===== src/rtl/interval_meter_pkg.sv =====
// Shared state encoding for the interval meter and its saturating counter.
package interval_meter_pkg;

  typedef enum logic [1:0] {
    ST_IDLE  = 2'd0,
    ST_COUNT = 2'd1,
    ST_HOLD  = 2'd2
  } state_e;

  localparam int DW_DEFAULT = 12;

endpackage


===== src/rtl/interval_meter_sat_upcounter.sv =====
// Up-counter that loads 1 on clear and sticks at MAX_COUNT, flagging saturation.
module sat_upcounter #(
  parameter int             DW        = 12,
  parameter logic [DW-1:0]  MAX_COUNT = {DW{1'b1}}
) (
  input  logic          i_clk,
  input  logic          i_reset_n,
  input  logic          i_clear,
  input  logic          i_en,
  output logic [DW-1:0] o_value,
  output logic          o_sat
);

  always_ff @(posedge i_clk) begin
    if (!i_reset_n) begin
      o_value <= '0;
      o_sat   <= 1'b0;
    end else if (i_clear) begin
      o_value <= DW'(1);
      o_sat   <= 1'b0;
    end else if (i_en) begin
      // Compare before incrementing so the value can never wrap.
      if (o_value == MAX_COUNT) begin
        o_sat <= 1'b1;
      end else begin
        o_value <= o_value + DW'(1);
      end
    end
  end

endmodule


===== src/rtl/interval_meter.sv =====
// Measures cycles from a start event to a stop event and returns the count
// over a valid/ready handshake.
//
// state | meaning
// IDLE  | waiting for i_start
// COUNT | counter running, waiting for i_stop
// HOLD  | result presented on o_valid until the consumer takes it
module interval_meter
  import interval_meter_pkg::*;
#(
  parameter int             DW        = DW_DEFAULT,
  parameter logic [DW-1:0]  MAX_COUNT = {DW{1'b1}}
) (
  input  logic          i_clk,
  input  logic          i_reset_n,
  input  logic          i_start,
  input  logic          i_stop,
  output logic          o_busy,
  output logic          o_valid,
  input  logic          i_ready,
  output logic [DW-1:0] o_count,
  output logic          o_overflow
);

  state_e        state;
  logic          cnt_clear;
  logic          cnt_en;
  logic [DW-1:0] cnt_value;
  logic          cnt_sat;

  // A new measurement starts from IDLE or straight out of an accepted HOLD.
  assign cnt_clear = i_start && ((state == ST_IDLE) || ((state == ST_HOLD) && i_ready));
  assign cnt_en    = (state == ST_COUNT) && !i_stop;

  sat_upcounter #(
    .DW        (DW),
    .MAX_COUNT (MAX_COUNT)
  ) u_counter (
    .i_clk     (i_clk),
    .i_reset_n (i_reset_n),
    .i_clear   (cnt_clear),
    .i_en      (cnt_en),
    .o_value   (cnt_value),
    .o_sat     (cnt_sat)
  );

  always_ff @(posedge i_clk) begin
    if (!i_reset_n) begin
      state      <= ST_IDLE;
      o_busy     <= 1'b0;
      o_valid    <= 1'b0;
      o_count    <= '0;
      o_overflow <= 1'b0;
    end else begin
      case (state)
        ST_IDLE: begin
          if (i_start) begin
            state  <= ST_COUNT;
            o_busy <= 1'b1;
          end
        end
        ST_COUNT: begin
          if (i_stop) begin
            state      <= ST_HOLD;
            o_busy     <= 1'b0;
            o_valid    <= 1'b1;
            o_count    <= cnt_value;
            o_overflow <= cnt_sat;
          end
        end
        ST_HOLD: begin
          if (i_ready) begin
            o_valid <= 1'b0;
            if (i_start) begin
              state  <= ST_COUNT;
              o_busy <= 1'b1;
            end else begin
              state <= ST_IDLE;
            end
          end
        end
        default: begin
          state   <= ST_IDLE;
          o_busy  <= 1'b0;
          o_valid <= 1'b0;
        end
      endcase
    end
  end

  a_valid_stable: assert property (@(posedge i_clk) disable iff (!i_reset_n)
    (o_valid && !i_ready) |=> (o_valid && $stable(o_count) && $stable(o_overflow)));

  a_busy_valid_excl: assert property (@(posedge i_clk) !(o_busy && o_valid));

  a_count_nonzero: assert property (@(posedge i_clk) disable iff (!i_reset_n)
    (state == ST_COUNT) |-> (cnt_value != '0));

endmodule


===== config.mk =====
export PLATFORM = sky130hd
export DESIGN_NAME = interval_meter
export DESIGN_NICKNAME = d
export VERILOG_FILES = /design/src/rtl/interval_meter_pkg.sv /design/src/rtl/interval_meter_sat_upcounter.sv /design/src/rtl/interval_meter.sv
export SDC_FILE = /design/constraint.sdc
export NUM_CORES = 1
export LEC_CHECK = 0
export BUFFER_PORTS_ARGS = -buffer_cell sky130_fd_sc_hd__buf_2
export CORE_MARGIN = 2
export CORE_UTILIZATION = 41
export DETAILED_ROUTE_END_ITERATION = 6
export GPL_ROUTABILITY_DRIVEN = 0
export PLACE_DENSITY = 0.57
export SETUP_SLACK_MARGIN = 0.4
export SYNTH_ARGS = -nofsm -noshare
export SYNTH_HDL_FRONTEND = slang
export SYNTH_HIERARCHICAL = 1
export SYNTH_SLANG_ARGS = --single-unit

===== constraint.sdc =====
create_clock -name i_clk -period 2.3 [get_ports i_clk]
set_input_delay 0.46 -clock i_clk [delete_from_list [all_inputs] [get_ports i_clk]]
set_output_delay 0.46 -clock i_clk [all_outputs]
set_load 0.03 [all_outputs]

==> flow_summary_export.csv <==
group,metric,value,unit
drt,ant_nets,0,
synth,ys_ff_latch,30,
floorplanning,initial_core_util,0.424,
global_route,grt_pass1_wl,4.80,mm
worst_setup_path,cp-endpoint,"u_counter/o_value[11]",
power_and_ir_drop,finalPower,0.992,mW
synth,synth_edf_count,0,
worst_setup_path,cp_max_fo,11,
worst_setup_path,worstPathArrival,2020,ps
placement,preCtsSetupSlack,319,ps
power_and_ir_drop,p_leak,0.616,nW
synth,synth.most_common_cell,"dfxtp_1",
floorplanning,rows,21,
worst_setup_path,worst-path-buf-inv,1,
sta,hold_violations,0,
clock_network,cts_made_buffers,5,
sta,timing.final.crit_share,0.788,
synth,yosys.area.top_type,"dfxtp_1",
sta,skew,9.02,ps
synth,syn_inst,149,
worst_setup_path,r2r_slack,490,ps
clock_network,clock_latency,330,ps
sta,grt_setup_unrepaired,"false",
worst_setup_path,slowest_stage,"dfxtp_2",
synth,netlist_top_cells_count,"30 x dfxtp_1, 21 x nand2_1, 14 x nand3_1",
finish,fin_nets,177,
finish,syn_to_final_growth,15.0,%
worst_setup_path,r2r-end,"u_counter/o_value[11]",
floorplanning,die_width,62.5,µm
sta,worst_pin_slew,489,ps
worst_setup_path,reg2reg_depth,6,
placement,placed_area,1530,µm²
clock_network,cts_tree,"done",
floorplanning,die_h,62.5,µm
clock_network,clkSlewWorstSetupHoldPaths,100,ps
finish,fin_area,1620,µm²
worst_setup_path,cp_top_family,"simple AND/OR/NAND/NOR gates",
synth,ys_warn_count,6,
synth,netlist.area_leader.share,0.427,
drt,firstDrtPassIters,4,
worst_setup_path,crit_type,"flop to flop",
drt,drc_errors,0,
synth,syn_avg_cell_area,9.43,µm²
sta,drv_slew,0,
worst_setup_path,crit_required,2500,ps
finish,utilization,0.488,
clock_network,clk_path_buf_depth,2,
worst_setup_path,critPathLaunch,"state[0]",
synth,ys.flop_type,"dfxtp_1",
drt,wirelength,2.83,mm
sta,fin_hold_ws,436,ps
drt,first_iter_violations,64,
drt,num_vias,1160,
placement,post-place-cells,210,
synth,synth_seq_area_share,0.427,
global_route,grt_pass1_vias,1004,
synth,ys_types,43,
run,maxCapViolCount,0,
sta,period_needed,1810,ps
clock_network,ctsRootBufferMaster,"clkbuf_4",
hold_path,whs_path_depth,4,
worst_setup_path,path_depth,6,
drt,via_per_inst,5.32,
synth,syn_nets,155,
global_route,grt_max_degree,28,
placement,port_buffers,19,
global_route,grt_overflow_total,0,
sta,fin_setup_tns,0,ps
global_route,track_usage,0.158,
placement,dp_hpwl,1.99,mm
sta,relSlewSlack,0.673,
clock_network,htree_levels,2,
sta,fin_ws,488,ps
drt,routedWlPerCell,13.0,µm
floorplanning,dieArea,3910,µm²
synth,synth.area.top_cells,"dfxtp_1 43%, o21ai_2 8.1%, nand2_1 5.6%, nand3_1 5.0%, nand3_2 4.3%",
worst_setup_path,cp-start-kind,"flop",
clock_network,clkSinkCount,30,
sta,setup_viol,0,
worst_setup_path,slowest_delay,410,ps
floorplanning,core,3310,µm²
power_and_ir_drop,ir_drop,0.217,mV
sta,fmax,552,MHz
floorplanning,pin_count,20,
clock_network,cts_hold_buf,0,
global_route,antenna_found_initial,0,
worst_setup_path,worstPathCellList,"nor3b_2, buf_4, and4_1, nand3_1, o41ai_1, a21oi_1",
hold_path,hp-class,"input pin to flop",
synth,async_flop_share,0,
worst_setup_path,critical_path.endpoint_type,"flop",
power_and_ir_drop,power_density,614,nW/µm²
worst_setup_path,r2r_start,"state[0]",
finish,antenna_cells,0,
finish,final_cells,218,
synth,synth_area,1410,µm²
run_status,outcome,"completed",
finish,drive_above_1_share,0.337,
kinds of logic (layout without fill, tap and decap cells):
logic type,Yosys count,after routing,synth area share
DFF,30,30,0.427
AOI/OAI and AO/OA,40,40,0.222
xor gates and xnor gates,2,2,0.0125
buffers and inverters,7,30,0.0329
and+or+nand+nor,68,68,0.289
adders and majority gates,1,1,0.00890
muxes,1,1,0.00712
report_power, final:
part	internal (mW)	total [mW]	leakage, nW	switching, mW
clock	0.209	0.383	0.0446	0.174
combinational	0.0230	0.0708	0.328	0.0478
sequential	0.528	0.538	0.243	0.00999
total	0.760	0.992	0.616	0.232
worst min path at each step:
stage / start / endpoint / slack (ps)
after floorplan: u_counter/o_sat / u_counter/o_sat / 440
after global placement: o_count[9] / o_count[9] / 440
after detailed placement: o_count[0] / o_count[0] / 440
after CTS: i_ready / o_valid / 420
after global routing: i_ready / o_valid / 420
final: i_ready / o_valid / 440
layout make-up:
class	count	area (µm²)
Fill cell	343	1690
Sequential cell	30	603
Multi-Input combinational cell	112	763
Tap cell	46	57.6
Timing Repair Buffer	21	110
Clock buffer	8	78.8
Inverter	1	3.75
sequential cells by signal, summed over array words and instances, names as in the netlist:
name               flops
o_overflow             1
state                  2
o_count               12
o_valid                1
u_counter/o_sat        1
u_counter/o_value     12
o_busy                 1
worst reg2reg max path, stage by stage, from the launching register on:
cell and delay, ps:
dfxtp_2 410, nor3b_2 190, buf_4 200, and4_1 250, nand3_1 150, o41ai_1 380, a21oi_1 110
timing repair:
item | in CTS | in global routing
gates resized for setup | 0 | 4
setup buffers | 0 | 0
setup endpoints to repair | 0 | 4
routing by layer:
metal | global-route usage | part of all wire | vias up
met5 | 0 | 0 | -
met4 | 0.0722 | 0.019 | 0
met3 | 0.0613 | 0.051 | 8
met2 | 0.223 | 0.43 | 37
li1 | - | - | 603
met1 | 0.211 | 0.50 | 512
cell usage in the layout (no fill, tap or decap), drive strengths merged, types with 3 or more instances in the layout:
master and instances:
o21ai 21, a21oi 4, dfxtp 30, buf 21
nor2 6, nand4 4, nand3 20, and3 3
nand2 21, a31oi 3, clkbuf 8
No activity file was read; power rests on OpenSTA's default activity.
